--- config.mk ---
export PLATFORM = sky130hd
export DESIGN_NAME = reg_two_reader
export DESIGN_NICKNAME = d
export VERILOG_FILES = /design/src/rtl/reg_two_reader.sv
export SDC_FILE = /design/constraint.sdc
export NUM_CORES = 1
export LEC_CHECK = 0
export BUFFER_PORTS_ARGS = -buffer_cell sky130_fd_sc_hd__buf_2
export CAP_MARGIN = 25
export CORE_ASPECT_RATIO = 1.5
export CORE_UTILIZATION = 47
export CTS_BUF_LIST = sky130_fd_sc_hd__clkbuf_2 sky130_fd_sc_hd__clkbuf_4 sky130_fd_sc_hd__clkbuf_8
export CTS_CLUSTER_SIZE = 10
export DETAILED_ROUTE_END_ITERATION = 7
export PLACE_DENSITY = 0.74
export SETUP_SLACK_MARGIN = 0.5
export SKIP_LAST_GASP = 1
export SYNTH_ARGS = -nofsm -noshare
export SYNTH_HDL_FRONTEND = slang
export SYNTH_SLANG_ARGS = --single-unit
--- constraint.sdc ---
create_clock -name CLK -period 1.5 [get_ports CLK]
set_input_delay 0.3 -clock CLK [delete_from_list [all_inputs] [get_ports CLK]]
set_output_delay 0.3 -clock CLK [all_outputs]
set_load 0.01 [all_outputs]
--- src/rtl/reg_two_reader.sv ---
// Single-writer register with two independent readers, each tracking
// fresh data plus a sticky overrun flag and a saturating overrun counter.
module reg_two_reader_rd #(
    parameter int cntw = 8
) (
    input  logic            CLK,
    input  logic            RST_N,
    input  logic            EN,
    input  logic            DEQ,
    input  logic            CLR_OVR,
    output logic            RDY,
    output logic            OVR,
    output logic [cntw-1:0] OVR_CNT
);

    logic            r_rdy;
    logic            r_ovr;
    logic [cntw-1:0] r_cnt;
    logic            w_ovr_evt;
    logic            w_sat;
    logic [cntw-1:0] w_cnt_inc;

    // A write landing on an unconsumed value is an overrun unless the
    // reader dequeues that old value in the same cycle.
    assign w_ovr_evt = EN & r_rdy & ~DEQ;
    assign w_sat     = &r_cnt;
    assign w_cnt_inc = w_sat ? r_cnt : r_cnt + cntw'(1);

    always_ff @(posedge CLK or negedge RST_N) begin
        if (!RST_N) begin
            r_rdy <= 1'b0;
        end else if (EN) begin
            r_rdy <= 1'b1;
        end else if (DEQ) begin
            r_rdy <= 1'b0;
        end
    end

    // The overrun event takes priority over a simultaneous clear.
    always_ff @(posedge CLK or negedge RST_N) begin
        if (!RST_N) begin
            r_ovr <= 1'b0;
            r_cnt <= '0;
        end else if (w_ovr_evt) begin
            r_ovr <= 1'b1;
            r_cnt <= CLR_OVR ? cntw'(1) : w_cnt_inc;
        end else if (CLR_OVR) begin
            r_ovr <= 1'b0;
            r_cnt <= '0;
        end
    end

    assign RDY     = r_rdy;
    assign OVR     = r_ovr;
    assign OVR_CNT = r_cnt;

endmodule

module reg_two_reader #(
    parameter int               width = 1,
    parameter logic [width-1:0] init  = {width{1'b0}},
    parameter int               cntw  = 8
) (
    input  logic             CLK,
    input  logic             RST_N,
    input  logic [width-1:0] D_IN,
    input  logic             EN,
    output logic [width-1:0] Q_OUT,
    output logic             RDY_A,
    output logic             RDY_B,
    input  logic             DEQ_A,
    input  logic             DEQ_B,
    output logic             OVR_A,
    output logic             OVR_B,
    output logic [cntw-1:0]  OVR_CNT_A,
    output logic [cntw-1:0]  OVR_CNT_B,
    input  logic             CLR_OVR
);

    logic [width-1:0] r_q;

    always_ff @(posedge CLK or negedge RST_N) begin
        if (!RST_N) begin
            r_q <= init;
        end else if (EN) begin
            r_q <= D_IN;
        end
    end

    assign Q_OUT = r_q;

    reg_two_reader_rd #(.cntw(cntw)) u_rd_a (
        .CLK     (CLK),
        .RST_N   (RST_N),
        .EN      (EN),
        .DEQ     (DEQ_A),
        .CLR_OVR (CLR_OVR),
        .RDY     (RDY_A),
        .OVR     (OVR_A),
        .OVR_CNT (OVR_CNT_A)
    );

    reg_two_reader_rd #(.cntw(cntw)) u_rd_b (
        .CLK     (CLK),
        .RST_N   (RST_N),
        .EN      (EN),
        .DEQ     (DEQ_B),
        .CLR_OVR (CLR_OVR),
        .RDY     (RDY_B),
        .OVR     (OVR_B),
        .OVR_CNT (OVR_CNT_B)
    );

endmodule

==> run metrics, run 1 <==
status=finished clean; Slew HR=between 60 and 70%; most frequently used cell type in the post-synthesis netlist=dfrtp_1; share of cells above drive strength 1=a little over three fifths; Cells after DPL=177; CP endpoint kind=flop; hpwl dp=between 1500 and 2000 microns; Yosys top cell area share=42.1%; period utilization=95.9%; Synth Net Count=about 130; worst reg2reg startpoint=u_rd_a.OVR_CNT[0]; vias per cell=slightly below 6; Worst setup SP type=flop; vias post-DR=1210; violation count after the first detailed-route iteration=17; CTS tree=done; number of max-cap violations=0; largest net degree at the start of global routing=26; CTS sink cnt=21; final hold vios=0; Starting Density=about half; Mapped Cells=120; vias in the first global route=between 1000 and 1500; Worst Setup EP=u_rd_a.OVR_CNT[3]; CORE AREA=~0.0025 sq mm; fmax=between 0.6 and 0.7 GHz; Die Y=between 60 and 70 microns; Setup crit start=u_rd_a.OVR_CNT[0]; n_diodes=0; CTS Root Cell=clkbuf_4; Post-Layout Cell Count=between 200 and 250; total congestion overflow=0; path depth of the worst reg2reg path=4; Netlist Area Pre-Place=about 0.0012 sq mm; Routed WL=approximately 3600 microns; Die Wd=44.1 microns; fin. max-slew vios=0; ANT nets after route=0; clk_skew=about 0.010 ns; most common library cells after synthesis=21 x dfrtp_1, 7 x inv_1, 7 x nor2b_1, 6 x a211oi_1, 6 x nand3_1; nets@finish=roughly 190; total track usage=between 20% and 30%; pin slew with the least headroom to its limit=0.503 ns; final core occ=slightly above 80%; die area=~0.0029 sq mm; Layout Area Growth over Synthesis=63.0%; VDD IR max=~0.44 mV; RSZ-0062 raised after global routing=true; Syn. warnings=0; CTS buffer count=3; Post-DP Area=approximately 0.0015 sq mm; initial antenna violation count=0; io pins=28; FP Rows=22; first-pass GRT wire length=~5500 microns; Mean Syn Cell Area=10.4 sq um; r2r setup slk=roughly 0.061 ns; DR WL/cell=~17 microns; CP Class=reg -> reg; worst path required time=~1.7 ns; Tmin final=roughly 1.4 ns; Arrival @ worst endpoint=1.65 ns; Cell Pwr Density=around 560 mW/mm^2; Finished Cell Area=0.00204 sq mm; worst-path fanout max=3; Final Wtd Congestion=around 0.83; DRC=0; r2r endpoint=u_rd_a.OVR_CNT[3]; count of different cell masters after synthesis=36; register area share after synthesis=roughly 42%; Pre-antenna DRT Iters=4; Worst-path clk slew=roughly 0.12 ns; Synth area leader=dfrtp_1; #FFs+latches synth=21; Leak=about 0.00089 uW; Clk Latency, worst-skew pair=roughly 0.32 ns; top post-synthesis cells by area=dfrtp_1 42%, a211oi_1 3.6%, nor2b_1 3.5%; number of synthesized flops with an enable pin=0; Most used DFF post-synth=dfrtp_1; Max clock buf depth=2; IO Port Bufs=27; worst hold path class=in -> reg; Setup Viol. Count Final=0; Post-synth ARST share=100%; H-Tree Depth=1
==> cells by family after synthesis <==
group	Yosys count	share of synthesized area, %
fa+ha+maj	2	2.00
flops	21	42.1
mux	10	8.92
compound gates	27	17.1
buf+inv	13	5.61
simple gates	47	24.2
==> critical path, cell delays in order, from the launching register on <==
cell and delay (ns):
dfrtp_2 0.45, ha_4 0.16, and3_4 0.20, a211oi_4 0.21, mux2_4 0.31
==> worst min path at each step <==
stage	startpoint	endpoint	slack [ns]	cells after the start
after CTS	D_IN	Q_OUT	0.21	2
after global placement	RST_N	u_rd_b.OVR_CNT[5]	0.29	1
after floorplan	RST_N	Q_OUT	0.004	0
final	D_IN	Q_OUT	0.20	2
after detailed placement	RST_N	u_rd_b.OVR_CNT[5]	0.29	1
after global routing	D_IN	Q_OUT	0.21	2
==> area by class of cell <==
cell class,instances,area [sq um]
Multi-Input combinational cell,86,817
Clock buffer,4,30.0
Fill cell,140,442
Timing Repair Buffer,66,593
Tap cell,24,30.0
Inverter,7,26.3
Sequential cell,21,539
==> per-stage QoR <==
| step | power (uW) | worst slack [ns] | hold slack, ns | TNS (ns) |
|---|---|---|---|---|
| CTS | 1130 | 0.0709 | 0.208 | 0 |
| global placement | 793 | 0.0715 | 0.288 | 0 |
| finish | 1140 | 0.0609 | 0.201 | 0 |
| global route | 1180 | 0.0329 | 0.208 | 0 |
| detailed placement | 797 | 0.0344 | 0.288 | 0 |
| floorplan | 721 | -0.0432 | 0.00441 | -0.0432 |
==> sequential cells by signal (all words and copies together), names as in the netlist <==
| register | cells |
|---|---|
| u_rd_a.RDY | 1 |
| Q_OUT | 1 |
| u_rd_a.OVR | 1 |
| u_rd_b.RDY | 1 |
| u_rd_a.OVR_CNT | 8 |
| u_rd_b.OVR | 1 |
| u_rd_b.OVR_CNT | 8 |
==> routing by layer <==
layer | GRT usage, % | part of all wire, % | vias to the layer above
met5 | 0 | 0 | -
met4 | 10.6 | 1.8 | 0
met3 | 3.57 | 1.8 | 7
met2 | 44.3 | 57 | 20
met1 | 28.5 | 40 | 612
li1 | - | - | 571
==> timing repair <==
action,in CTS,in global routing
setup endpoints to repair,37,37
gates resized for setup,41,14
endpoints found under the hold margin,21,0
hold buffers,1,0
cloned,0,0
buffers inserted,13,13
pin swaps,11,7
==> power breakdown <==
part           internal (uW)  switching (uW)  total (uW)
Combinational            108             111         219
Sequential               591            21.5         612
Clock                    122             185         307
==> cell usage in the layout, fill, tap and decap left out, types with 3 or more instances in the layout <==
cell type,n
a211oi_1,3
a211oi_2,6
and3_4,4
buf_2,12
buf_4,22
buf_6,30
clkbuf_4,4
dfrtp_1,10
dfrtp_2,11
inv_1,7
mux2_4,3
mux2i_1,4
nand2_1,4
nand2b_1,5
nand3_1,5
nor2_1,5
nor2b_1,7
Power figures use the tool's default switching activity.
==> run 2: changes to the inputs <==
- PLACE_DENSITY: 0.74 -> 0.78
- REMOVE_ABC_BUFFERS: default -> 1
==> run 2 against run 1 <==
The run now ends with DRC left. Worst setup slack about the same. Clock power decreased by 8.5%. First-iteration DRC count increased to 2.6 times the previous value. Via count increased by 2.1%. Maximum frequency about the same. Register-to-register slack about the same. Routed wire length increased by 11%. Total power increased by 0.53%. Final area increased by 1.3%. Clock-buffer cell count decreased by 1. Largest cell class unchanged.
==> run metrics, run 2 (same netlist as run 1, synthesis figures left out) <==
status=finished, violations left (was finished clean); failing checks=DRC; worst hold path class=in -> reg (unchanged); H-Tree Depth=1 (unchanged); Setup crit start=u_rd_a.OVR_CNT[0] (unchanged); initial antenna violation count=0 (unchanged); VDD IR max=0.565 mV (was 0.442 mV); largest net degree at the start of global routing=28 (was 26); die area=0.00287 sq mm (unchanged); Worst Setup EP=u_rd_a.OVR_CNT[3] (unchanged); r2r endpoint=u_rd_a.OVR_CNT[3] (unchanged); Starting Density=50.4% (unchanged); r2r setup slk=0.06 ns (about the same); CTS sink cnt=21 (unchanged); CTS buffer count=3 (unchanged); ANT nets after route=0 (unchanged); Setup WS post-layout=0.0604 ns (was 0.0609 ns); CTS tree=done (unchanged); Highest Signal Layer=met4 (unchanged); worst reg2reg startpoint=u_rd_a.OVR_CNT[0] (unchanged); Die Wd=44.1 microns (unchanged); WL met1=1480 microns (was 1420 microns); Slew HR=66.3% (was 66.5%); clk_skew=0.00455 ns (was 0.0102 ns); number of max-cap violations=0 (unchanged); Clk Latency, worst-skew pair=0.30 ns (was 0.32 ns); Layout Area Growth over Synthesis=65.1% (was 63.0%); RSZ-0062 raised after global routing=true (unchanged); routed length on met3=105 microns (was 63 microns); Pre-antenna DRT Iters=8 (was 4); vias post-DR=1236 (was 1210); n_diodes=0 (unchanged); CP Class=reg -> reg (unchanged); final hold vios=0 (unchanged); fmax=0.695 GHz (about the same); FP Rows=22 (unchanged); share of cells above drive strength 1=60.4% (was 62.5%); total congestion overflow=0 (unchanged); most frequent cells in the layout=29 x buf_6, 24 x buf_4, 19 x dfrtp_1 (was 30 x buf_6, 22 x buf_4, 12 x buf_2); total track usage=26.4% (was 24.9%); DR WL/cell=18.9 microns (was 17.2 microns); CP endpoint kind=flop (unchanged); fin. max-slew vios=0 (unchanged); Setup Viol. Count Final=0 (unchanged); IO Port Bufs=27 (unchanged); worst path required time=1.70 ns (was 1.71 ns); Cell Pwr Density=555 mW/mm^2 (was 559 mW/mm^2); path depth of the worst reg2reg path=4 (unchanged); Worst-path clk slew=0.13 ns (was 0.12 ns); Routed WL=3980 microns (was 3570 microns); hpwl dp=1960 microns (was 1970 microns); Max clock buf depth=2 (unchanged); vias in the first global route=1278 (was 1220); CORE AREA=0.00248 sq mm (unchanged); Leak=0.000926 uW (was 0.000894 uW); worst-path fanout max=2 (was 3); Final Wtd Congestion=0.812 (was 0.829); Tmin final=1.44 ns (about the same); pin slew with the least headroom to its limit=0.506 ns (was 0.503 ns); CTS Root Cell=clkbuf_4 (unchanged); first-pass GRT wire length=5750 microns (was 5480 microns); DRC=3 (was 0); met2 routed WL=2330 microns (was 2030 microns); final core occ=83.2% (was 82.2%); violation count after the first detailed-route iteration=44 (was 17); vias per cell=5.86 (was 5.82); nets@finish=197 (was 194); number of fill cells in the layout=137 (was 140); Arrival @ worst endpoint=1.64 ns (was 1.65 ns); commonest non-fill, non-tap cell in the layout=buf_6 (unchanged); io pins=28 (unchanged); Die Y=65.1 microns (unchanged); period utilization=96.0% (was 95.9%); Worst setup SP type=flop (unchanged); Placement Setup Slack=-0.00408 ns (was 0.0344 ns)
[run 2: report_power, final]
part / internal [uW] / switching (uW)
registers: 588 / 20.2
logic: 130 / 125
clock network: 99.3 / 182
total: 818 / 327
[run 2: how the worst min path moves through the flow]
stage	from	end	slack, ns	cells after the start
floorplan	RST_N	Q_OUT	0.004	0
global placement	RST_N	u_rd_b.OVR_CNT[3]	0.28	1
detailed placement	RST_N	u_rd_b.OVR_CNT[3]	0.28	1
CTS	D_IN	Q_OUT	0.23	2
global route	D_IN	Q_OUT	0.23	2
finish	D_IN	Q_OUT	0.23	2
[run 2: stage by stage]
step	cells	setup TNS, ns	instance area [sq um]	power, uW	hold WS, ns
floorplan	114	-0.384	1200	693	0.00441
global placement	180	0	1480	778	0.281
detailed placement	180	-0.00706	1480	785	0.284
CTS	201	0	1810	1100	0.229
global route	211	0	2060	1190	0.231
finish	211	0	2060	1140	0.231
[run 2: routing by layer]
metal / up-vias / track usage, %
met5: - / 0
met4: 0 / 14.0
met3: 8 / 3.57
met2: 38 / 48.2
met1: 610 / 27.9
li1: 580 / -
[run 2: repair_timing]
action,4_1_cts,5_1_grt
gates resized for setup,40,34
endpoints found under the setup margin,37,37
pin swaps,15,17
hold endpoints to repair,21,0
buffers inserted,16,10
hold buffers,1,0
[run 2: cell type report]
cell class              instances  area, sq um  share of cell area (%)
multi-input cells              86          858                    41.6
repair buffers                 69          592                    28.7
flip-flops and latches         21          528                    25.6
well taps                      24         30.0                    1.46
inverters                       7         26.3                    1.27
clock buffers                   3         22.5                    1.09
clock inverters                 1         5.00                   0.243
[run 2: worst max-delay path, stage by stage, from the launching register on]
cell and delay [ns]:
dfrtp_1 0.44, ha_4 0.18, and3_4 0.19, a211oi_4 0.21, mux2_4 0.32
==> run 3: changes to the inputs <==
- CTS_BUF_LIST: sky130_fd_sc_hd__clkbuf_2 sky130_fd_sc_hd__clkbuf_4 sky130_fd_sc_hd__clkbuf_8 -> sky130_fd_sc_hd__clkbuf_16
- PLACE_DENSITY: 0.78 -> 0.79
==> run 3 against run 2 <==
The flow now finishes without violations. Routed wire length is 7.8% lower. Sequential cell count stayed put. Utilization is 4.8 points lower. Maximum frequency fell by 0.55%. Final area fell by 5.8%. Critical path type unchanged. Largest power group unchanged. Highest routed layer unchanged.
==> run metrics, run 3 (same netlist as run 1, synthesis figures left out) <==
Worst-path clk slew=0.06 ns (was 0.13 ns); Critical path buffers and inverters=1 (was 0); footprint of the multi-input gates=788 sq um (was 858 sq um); largest net degree at the start of global routing=28 (unchanged); routing usage on met2=47.4% (was 48.2%); number of fill cells in the layout=161 (was 137); hold_buf cts=0 (was 1); DR WL/cell=18.3 microns (was 18.9 microns); Leak=0.000881 uW (was 0.000926 uW); FP Rows=22 (unchanged); M1 GR Usage=27.0% (was 27.9%); Routed WL=3670 microns (was 3980 microns); ANT nets after route=0 (unchanged); Slew HR=66.4% (was 66.3%); Top delay family on crit path=flip-flops (unchanged); setup_tns=0 ns (unchanged); CTS Root Cell=clkbuf_16 (was clkbuf_4); first-pass GRT wire length=5330 microns (was 5750 microns); Starting Density=50.4% (unchanged); Worst setup SP type=flop (unchanged); H-Tree Depth=1 (unchanged); final hold vios=0 (unchanged); CTS sink cnt=21 (unchanged); period utilization=96.5% (was 96.0%); initial antenna violation count=0 (unchanged); Max clock buf depth=2 (unchanged); VDD IR max=0.626 mV (was 0.565 mV); Cells after DPL=180 (unchanged); number of max-cap violations=0 (unchanged); clk_skew=0.00349 ns (was 0.00455 ns); Finished Cell Area=0.00194 sq mm (was 0.00206 sq mm); Placement Setup Slack=0.00848 ns (was -0.00408 ns); CP endpoint kind=flop (unchanged); Setup Viol. Count Final=0 (unchanged); Tmin final=1.45 ns (was 1.44 ns); violation count after the first detailed-route iteration=35 (was 44); Die Y=65.1 microns (unchanged); DRC=0 (was 3); most frequent cells in the layout=23 x buf_6, 20 x buf_4, 18 x dfrtp_1 (was 29 x buf_6, 24 x buf_4, 19 x dfrtp_1); vias post-DR=1200 (was 1236); GRT busiest layer=met2 (unchanged); RSZ-0062 raised after global routing=true (unchanged); Setup WS post-layout=0.0525 ns (was 0.0604 ns); FF+latch area=529 sq um (was 528 sq um); status=finished clean (was finished, violations left); Clk Latency, worst-skew pair=0.25 ns (was 0.30 ns); Final Wtd Congestion=0.829 (was 0.812); met3 Use GR=2.47% (was 3.57%); worst hold path class=in -> async (was in -> reg); Post-DP Area=0.00148 sq mm (unchanged); total track usage=24.3% (was 26.4%); fin. max-slew vios=0 (unchanged); CTS buffer count=3 (unchanged); worst path required time=1.66 ns (was 1.70 ns); Slowest cell on crit path=dfrtp_1 (unchanged); Cell Pwr Density=710 mW/mm^2 (was 555 mW/mm^2); crit-path cells=ha_2 -> and3_4 -> buf_4 -> a21oi_4 -> mux2i_1 (was ha_4 -> and3_4 -> a211oi_4 -> mux2_4); Die Wd=44.1 microns (unchanged); hpwl dp=2030 microns (was 1960 microns); CP Class=reg -> reg (unchanged); commonest non-fill, non-tap cell in the layout=buf_6 (unchanged); overall power=1380 uW (was 1140 uW); IO Port Bufs=27 (unchanged); fmax=0.691 GHz (was 0.695 GHz); vias in the first global route=1229 (was 1278); io pins=28 (unchanged); share of cells above drive strength 1=57.1% (was 60.4%); Worst path max stage delay=0.40 ns (was 0.44 ns); pin slew with the least headroom to its limit=0.504 ns (was 0.506 ns); Arrival @ worst endpoint=1.60 ns (was 1.64 ns); Post-Layout Cell Count=201 (was 211); nets@finish=187 (was 197); CTS tree=done (unchanged); die area=0.00287 sq mm (unchanged); n_diodes=0 (unchanged); total congestion overflow=0 (unchanged); vias per cell=5.97 (was 5.86); Pre-antenna DRT Iters=6 (was 8); CORE AREA=0.00248 sq mm (unchanged); worst-path fanout max=4 (was 2); Layout Area Growth over Synthesis=55.5% (was 65.1%)
==> run 3: cell types whose count changed in the layout (fill, tap and decap cells not counted), moves of 3 or more <==
cell | previous run | this run
clkbuf_4 | 3 | 0
clkbuf_16 | 0 | 3
buf_4 | 24 | 20
buf_6 | 29 | 23
==> run 3: final cells by class <==
type / instances / area share [%]
clock inverters: 1 / 0.193
inverters: 7 / 1.35
flip-flops and latches: 21 / 27.3
repair buffers: 59 / 25.2
multi-input cells: 86 / 40.6
clock buffers: 3 / 3.87
well taps: 24 / 1.55
==> run 3: repair_timing <==
item / in CTS / in global routing
gates resized for setup: 37 / 23
endpoints found under the setup margin: 37 / 37
buffers inserted: 9 / 8
cloned: 0 / 0
pin swaps: 10 / 13
==> run 3: final timing paths <==
check | from | end | slack, ns | depth (start not counted)
min | RST_N | u_rd_b.OVR_CNT[3] | 0.005 | 1
min reg2reg | Q_OUT | Q_OUT | 0.51 | 1
min in group CLK | D_IN | Q_OUT | 0.29 | 2
max | u_rd_b.OVR_CNT[1] | u_rd_b.OVR_CNT[0] | 0.05 | 5
max in group asynchronous | RST_N | u_rd_a.OVR_CNT[2] | 1.14 | 1
max reg2reg | u_rd_b.OVR_CNT[1] | u_rd_b.OVR_CNT[0] | 0.05 | 5
==> run 3: metrics by stage <==
step	utilization, %	hold slack [ns]
6_report	78.4	0.00522
5_1_grt	78.4	0.0363
4_1_cts	72.1	0.0239
3_5_place_dp	59.8	0.286
3_3_place_gp	59.8	0.282
2_1_floorplan	-	0.00441
==> run 3: routing by layer <==
layer,part of all wire [%],vias to the layer above
met4,1.3,0
met1,39,607
met2,58,34
met3,1.9,8
met5,0,-
li1,-,551
==> run 3: power breakdown <==
part	internal, uW	leakage (uW)	switching [uW]
combinational	99.7	0.000564	117
clock	355	0.0000423	199
sequential	589	0.000275	18.5
total	1040	0.000881	335
